## config.mk

```make
export PLATFORM = sky130hd
export DESIGN_NAME = wb_stage_unit
export DESIGN_NICKNAME = d
export VERILOG_FILES = /design/src/rtl/wb_stage_unit.sv
export SDC_FILE = /design/constraint.sdc
export NUM_CORES = 1
export LEC_CHECK = 0
export CAP_MARGIN = 10
export CORE_ASPECT_RATIO = 0.6
export CORE_UTILIZATION = 40
export CTS_BUF_LIST = sky130_fd_sc_hd__clkbuf_4
export DETAILED_ROUTE_END_ITERATION = 6
export PLACE_DENSITY = 0.81
export SETUP_SLACK_MARGIN = 0.3
export SYNTH_ARGS = -nofsm -noshare
export SYNTH_HDL_FRONTEND = slang
export SYNTH_SLANG_ARGS = --single-unit
```

## constraint.sdc

```tcl
create_clock -name clk -period 2.7 [get_ports clk]
set_input_delay 0.54 -clock clk [delete_from_list [all_inputs] [get_ports clk]]
set_output_delay 0.54 -clock clk [all_outputs]
set_load 0.01 [all_outputs]
```

## src/rtl/wb_stage_unit.sv

```systemverilog
// Registered RISC-V write-back stage: source select, link-address formation and
// load alignment, with a bounded wait for late load data and hazard stall/flush.
module wb_stage_unit #(
  parameter int XLEN       = 32,
  parameter int NUM_SRC    = 4,
  parameter int SELW       = 2,
  parameter int PC_IDX     = 1,
  parameter int LOAD_IDX   = 2,
  parameter int PC_INC     = 4,
  parameter int LD_TIMEOUT = 16
) (
  input  logic                    clk,
  input  logic                    rst,
  input  logic                    in_valid,
  input  logic                    reg_wr,
  input  logic [4:0]              rd_addr,
  input  logic [SELW-1:0]         wb_sel,
  input  logic [NUM_SRC*XLEN-1:0] src_bus,
  input  logic [2:0]              ld_funct3,
  input  logic [1:0]              ld_byte_off,
  input  logic                    load_valid,
  input  logic                    stall_in,
  input  logic                    flush,
  output logic                    stall_req,
  output logic                    wb_valid,
  output logic                    wb_we,
  output logic [4:0]              wb_rd,
  output logic [XLEN-1:0]         wb_data,
  output logic                    ld_timeout,
  output logic                    dbg_state
);

  localparam int CW = $clog2(LD_TIMEOUT + 1);

  typedef enum logic {IDLE = 1'b0, WAIT_LD = 1'b1} state_t;

  state_t          state;
  logic [CW-1:0]   wait_cnt;
  logic [XLEN-1:0] src_val;
  logic [XLEN-1:0] load_val;
  logic [XLEN-1:0] sel_data;
  logic [7:0]      byte_v;
  logic [15:0]     half_v;
  logic            sel_legal;
  logic            is_load;
  logic            is_pc;
  logic            load_entry;
  logic            at_limit;
  logic            commit_we;

  assign sel_legal  = (int'(wb_sel) < NUM_SRC);
  assign is_load    = (int'(wb_sel) == LOAD_IDX);
  assign is_pc      = (int'(wb_sel) == PC_IDX);
  assign load_entry = in_valid & is_load & ~load_valid;
  assign at_limit   = (wait_cnt == CW'(LD_TIMEOUT));
  assign commit_we  = reg_wr & (rd_addr != 5'd0) & sel_legal;
  assign dbg_state  = (state == WAIT_LD);

  // Released in the cycle the data shows up or the wait expires, so upstream
  // advances on the same edge that commits or aborts the load.
  assign stall_req = (state == WAIT_LD) ? (~load_valid & ~at_limit) : load_entry;

  always_comb begin
    src_val = '0;
    for (int i = 0; i < NUM_SRC; i++) begin
      if (int'(wb_sel) == i) src_val = src_bus[i*XLEN +: XLEN];
    end
  end

  always_comb begin
    byte_v = src_val[{ld_byte_off, 3'b000} +: 8];
    half_v = ld_byte_off[1] ? src_val[31:16] : src_val[15:0];
    case (ld_funct3)
      3'b000:  load_val = {{(XLEN-8){byte_v[7]}}, byte_v};
      3'b001:  load_val = {{(XLEN-16){half_v[15]}}, half_v};
      3'b100:  load_val = {{(XLEN-8){1'b0}}, byte_v};
      3'b101:  load_val = {{(XLEN-16){1'b0}}, half_v};
      default: load_val = src_val;
    endcase
  end

  always_comb begin
    if (!sel_legal)   sel_data = '0;
    else if (is_pc)   sel_data = src_val + XLEN'(PC_INC);
    else if (is_load) sel_data = load_val;
    else              sel_data = src_val;
  end

  always_ff @(posedge clk) begin
    if (rst) begin
      state      <= IDLE;
      wait_cnt   <= '0;
      wb_valid   <= 1'b0;
      wb_we      <= 1'b0;
      wb_rd      <= 5'd0;
      wb_data    <= '0;
      ld_timeout <= 1'b0;
    end else if (flush) begin
      state      <= IDLE;
      wait_cnt   <= '0;
      wb_valid   <= 1'b0;
      wb_we      <= 1'b0;
      ld_timeout <= 1'b0;
    end else if (stall_in) begin
      ld_timeout <= 1'b0;
    end else begin
      ld_timeout <= 1'b0;
      case (state)
        IDLE: begin
          if (load_entry) begin
            state    <= WAIT_LD;
            wait_cnt <= CW'(1);
            wb_valid <= 1'b0;
            wb_we    <= 1'b0;
          end else if (in_valid) begin
            wb_valid <= 1'b1;
            wb_we    <= commit_we;
            wb_rd    <= rd_addr;
            wb_data  <= sel_data;
          end else begin
            wb_valid <= 1'b0;
            wb_we    <= 1'b0;
          end
        end
        WAIT_LD: begin
          if (load_valid) begin
            state    <= IDLE;
            wait_cnt <= '0;
            wb_valid <= 1'b1;
            wb_we    <= commit_we;
            wb_rd    <= rd_addr;
            wb_data  <= sel_data;
          end else if (at_limit) begin
            // Retire the entry without a register write and flag the error.
            state      <= IDLE;
            wait_cnt   <= '0;
            wb_valid   <= 1'b1;
            wb_we      <= 1'b0;
            ld_timeout <= 1'b1;
          end else begin
            wait_cnt <= wait_cnt + CW'(1);
            wb_valid <= 1'b0;
            wb_we    <= 1'b0;
          end
        end
        default: state <= IDLE;
      endcase
    end
  end

endmodule

```

Yosys cells after proc, flatten, opt, wreduce, memory -nomap -nowiden
Cells that the tools add are included.
Widths: inputs -> output; s select.
- flip-flop bits (word level): 46
- input port bits: 147
- output and inout port bits: 42
- logic and storage cells: 71
- add/sub/neg operators: 2
- equality and inequality tests: 11
- shift-type cells: 1
- mux-type cells: 34
- bitwise logic cells: 9
- reduce and logical (&&, ||, !) cells: 7
- operators by type and width (cell ; number):
    $mux 32 ; 9
    $pmux 32 s4 ; 1
    $pmux 32 s2 ; 1
    $add 32x3->32 const B ; 1
    $shiftx 32x6->8 ; 1
    $mux 5 ; 6
    $pmux 5 s2 ; 2
    $mux 16 ; 1
    $mux 1 ; 11
    $ne 2x2->1 const B ; 4
    $eq 3x3->1 const B ; 2
    $pmux 1 s2 ; 3
    $add 5x1->5 const B ; 1
    $eq 5x5->1 const B ; 1
    $not 1->1 ; 5
    $reduce_and 5->1 ; 1
    $reduce_bool 5->1 ; 1
    $reduce_or 5->1 ; 1
    $and 1x1->1 ; 4
    $eq 2x2->1 const B ; 2
    $eq 3x1->1 const B ; 1
    $logic_not 3->1 ; 1
    $eq 2x1->1 const B ; 1
    $logic_not 2->1 ; 1
    other kinds (2) ; 2

Depth between registers and ports, before layout
- depth in word-level cells: 12
- mapped depth: 11
- depth with buffers taken out: 8

Least setup slack after synthesis
No wires, ideal clock.
- path type: input port to flip-flop
- start: in wb_sel[0]
- end: reg wb_data[18]
- setup time: 0.119 ns
- arrival time: 2.635 ns
- required time: 2.581 ns
- path slack: -0.054 ns
- stages: 9
- path buffers: 3
- path through: buf_6 > buf_12 > buf_4 > mux4_2 > mux2_2 > a21oi_1 > a21oi_1 > mux2_2 > o221a_2
- longest elaborated chain between the ends: 12
- elaborated cells between the ends (all ways): 22
- classes of those cells: add/sub (1); eq/ne (4); shift (1); mux (12); bitwise (2); reduce/logical (2)
- ends and longest elaborated chain (item ; line ; text):
    start: declaration ; 17 ; input logic [SELW-1:0] wb_sel,
    $logic_not 2->1 ; 66 ; if (int'(wb_sel) == i) src_val = src_bus[i*XLEN +: XLEN];
    $mux 32 (4 in a row) ; 66 ;
    $shiftx 32x6->8 or $mux 16 (tied branches) ; 71, 72 ;
    $pmux 32 s4 ; 73 ; case (ld_funct3)
    $mux 32 ; 85 ; else if (is_load) sel_data = load_val;
    $mux 32 ; 84 ; else if (is_pc) sel_data = src_val + XLEN'(PC_INC);
    $mux 32 ; 115 ; end else if (in_valid) begin
    $mux 32 ; 110 ; if (load_entry) begin
    $pmux 32 s2 ; 108 ; case (state)
    end signal: assignment ; 119 ; wb_data <= sel_data;
    end signal: assignment ; 132 ; wb_data <= sel_data;
    end: declaration ; 28 ; output logic [XLEN-1:0] wb_data,
Parallel ways exist; a longest one is shown, timed or not. The select of a mux whose other input is x is not followed.
A chain may end at the register's enable or synchronous reset.

Worst setup path in the final report
- start: in src_bus[50]
- end: reg wb_data[29]
- longest elaborated chain between the ends: 8
- elaborated cells between the ends (all ways): 9
- classes of those cells: add/sub (1); mux (8)
- ends and longest elaborated chain (item ; line ; text):
    start: declaration ; 18 ; input logic [NUM_SRC*XLEN-1:0] src_bus,
    $mux 32 (*) (3 in a row) ; 66 ;
    $add 32x3->32 (*) ; 84 ;
    $mux 32 (*) ; 84 ;
    $mux 32 ; 115 ;
    $mux 32 ; 110 ;
    $pmux 32 s2 (*) ; 108 ;
Mark *: on every way between the ends. The rest lies on a longest branch, timed or not. The select of a mux whose other input is x is not followed.

==> impl_metrics.json <==
{
  "hold_violations": 0,
  "grt_pass1_wl_um": 29210,
  "finalCritPeriodShare_pct": 90.32,
  "syn-cell-area_um2": 4210,
  "seq_area_frac_synth_pct": 21.87,
  "cp_common_cell": "or4_4",
  "dpl.hpwl_um": 15810,
  "synth_warnings": 0,
  "multi_input_comb_area_um2": 3248,
  "cp_data_required_time_ns": 3.03,
  "postSynthCellCount": 495,
  "grt_overflow": 0,
  "crit_arrival_ns": 2.77,
  "tns_ns": 0,
  "synth_mux_area_share_pct": 22.08,
  "synth_compound_area_share_pct": 22.29,
  "power_density_nw_per_um2": 299.5,
  "finalSetupViolations": 0,
  "fmax_mhz": 410.1,
  "critical_path_class": "input port to flop",
  "cts-root-buf": "clkbuf_4",
  "portBuffers": 188,
  "grt_start_max_net_pins": 30,
  "nets": 946,
  "synth_adder_area_share_pct": 0.8915,
  "initial_core_util_pct": 41.87,
  "synth_area_per_cell_um2": 8.506,
  "holdWs_ns": 0.4678,
  "grt_antenna_before_repair": 0,
  "cp_num_buf_inv": 1,
  "path_cells": "clkdlybuf4s50_1, mux4_2, nand3_4, or4_4, or4_4, a21oi_4, o22a_1",
  "relSlewSlack_pct": 63.74,
  "area.growth.synth_to_final_pct": 80.56,
  "cts_sinks": 46,
  "clk_latency_ns": 0.38,
  "placementRows": 28,
  "place_congestion": 1.029,
  "final_area_um2": 7602,
  "rsz0062_at_grt": "yes",
  "fp.dieArea_um2": 10950,
  "final_cells": 932,
  "ys_types": 69,
  "cp_max_fo": 3,
  "wl_um": 20790,
  "dpl.cell_count": 890,
  "status": "complete, no violations",
  "synthXorXnorAreaFrac_pct": 4.368,
  "cts_buffers": 5,
  "synth_top_area_share_pct": 21.87,
  "endpoint_kind": "flop",
  "synth_most_common_cell": "nand2_1",
  "yosysTopAreaCell": "dfxtp_1",
  "routedWlPerCell_um": 22.30,
  "drcViolationCount": 0,
  "final_core_util_pct": 75.61,
  "start_kind": "input port",
  "async_reset_ff_share_pct": 0,
  "p_leak_nw": 3.208,
  "synth_area_leaders": "dfxtp_1, mux4_1, mux4_2",
  "n_antenna_cell": 0,
  "ir_drop_uv": 261.9,
  "clk_path_buf_depth": 2,
  "placed_area_um2": 7020,
  "period_needed_ns": 2.439,
  "fin_total_pwr_mw": 2.277,
  "synth-main-ff-cell": "dfxtp_1",
  "finalWorstSetupSlack_ns": 0.2614,
  "worstMarginPinSlew_ns": 0.5419,
  "die_y_um": 81.47,
  "hold_path_class": "flop to flop",
  "post-place-ws_ns": -0.3999,
  "seqCellArea_um2": 925.9,
  "maxCapViolCount": 0,
  "drtIter0Drc": 722,
  "critPathMaxStageDelay_ns": 0.53,
  "grt_usage_pct": 35.99,
  "crit_slowest_cell": "or4_4",
  "via_count": 5600,
  "synthesis.nets": 645,
  "fp.dieW_um": 134.5,
  "clk_pin_slew_ns": 0.14,
  "cp_top_family": "simple AND/OR/NAND/NOR gates",
  "num-fill-cells": 722,
  "boundaryPins": 189,
  "drv_slew": 0,
  "ctsHoldBuffers": 0,
  "first_pass_iters": 5,
  "skew_ns": 0.007857,
  "drt-vias-per-instance": 6.009,
  "synth_top_family_by_area": "simple AND/OR/NAND/NOR gates",
  "core_area_um2": 10050,
  "cts_tree": "built",
  "synthTopCellsByCount": "nand2_1, nor2_1, dfxtp_1",
  "drive_gt1_share_pct": 28.86,
  "synth_seq_cells": 46,
  "ant_nets": 0,
  "synth-simple-area-share_pct": 23.06,
  "grt_pass1_vias": 5349,
  "synth_edf_count": 0,
  "h-tree-depth": 2
}
sequential cells by signal, summed over array words and instances, names as in the netlist:
| name | count |
|---|---|
| wb_data | 32 |
| wait_cnt | 5 |
| wb_rd | 5 |
| dbg_state | 1 |
| ld_timeout | 1 |
| wb_valid | 1 |
| wb_we | 1 |
path summary, 6_finish.rpt:
kind	from	end	slack, ns	cells past startpoint
worst min register to register	wb_rd[4]	wb_rd[4]	0.47	2
worst max-delay path	src_bus[50]	wb_data[29]	0.26	7
worst max register to register	dbg_state	wb_data[12]	0.47	6
worst min-delay path	wb_rd[4]	wb_rd[4]	0.47	2
layout make-up:
| type | count | area share [%] |
|---|---|---|
| Multi-Input combinational cell | 404 | 42.73 |
| Sequential cell | 46 | 12.18 |
| Inverter | 8 | 0.3950 |
| Clock buffer | 5 | 0.4937 |
| Timing Repair Buffer | 331 | 41.41 |
| Clock inverter | 3 | 0.5760 |
| Tap cell | 135 | 2.222 |
logic make-up after synthesis:
family,after synthesis
AO/OA/AOI/OAI,140
XOR/XNOR,21
adder cells (fa/ha/maj),3
buffers and inverters,45
flip-flops,46
multiplexers,45
AND/OR/NAND/NOR,195
layer usage:
metal	wire length (um)	vias up	global-route usage, %	part of all wire (%)
met5	0	-	0	0
met1	8658	2655	48.95	42
met2	9113	391	55.91	44
met3	2592	39	10.49	12
met4	420	0	9.775	2.0
li1	-	2515	-	-
report_power, final:
| part | switching [mW] | internal (mW) | total (mW) |
|---|---|---|---|
| clock | 0.251 | 0.197 | 0.448 |
| combinational | 0.514 | 0.591 | 1.10 |
| sequential | 0.0179 | 0.707 | 0.725 |
cell usage in the layout, fill, tap and decap left out, drive strengths merged, types with 3 or more instances in the layout:
master and instances:
a211oi 14, ha 3, xor2 14, nand3 15, mux2i 10, clkbuf 9
a22oi 3, a2111oi 7, clkdlybuf4s50 129, nor2 47, dlymetal6s2s 27, a221o 3
and4 6, or4 3, and3 3, a21o 4, o211ai 3, o31a 3
dlygate4sd2 29, nor3 13, and2 4, xnor2 7, mux4 33, a221oi 3
a21oi 40, nor2b 3, nand2b 5, buf 142, o21ai 27, inv 9
nor4 8, nand2 67, o31ai 3, dfxtp 46, nand4 11, a31oi 7
worst register-to-register path, cell delays in order (launching register included):
cell     delay [ns]
dfxtp_1        0.51
nor2_1         0.15
nor2_1         0.26
o211a_1        0.30
nand2_1        0.25
buf_4          0.25
o41ai_1        0.40
timing repair:
action	in CTS	in global routing
setup endpoints to repair	28	20
pin swaps	11	14
cloned	0	3
buffers inserted	13	18
resized for setup	60	66
Note: power is estimated with default switching activity, not from simulation.
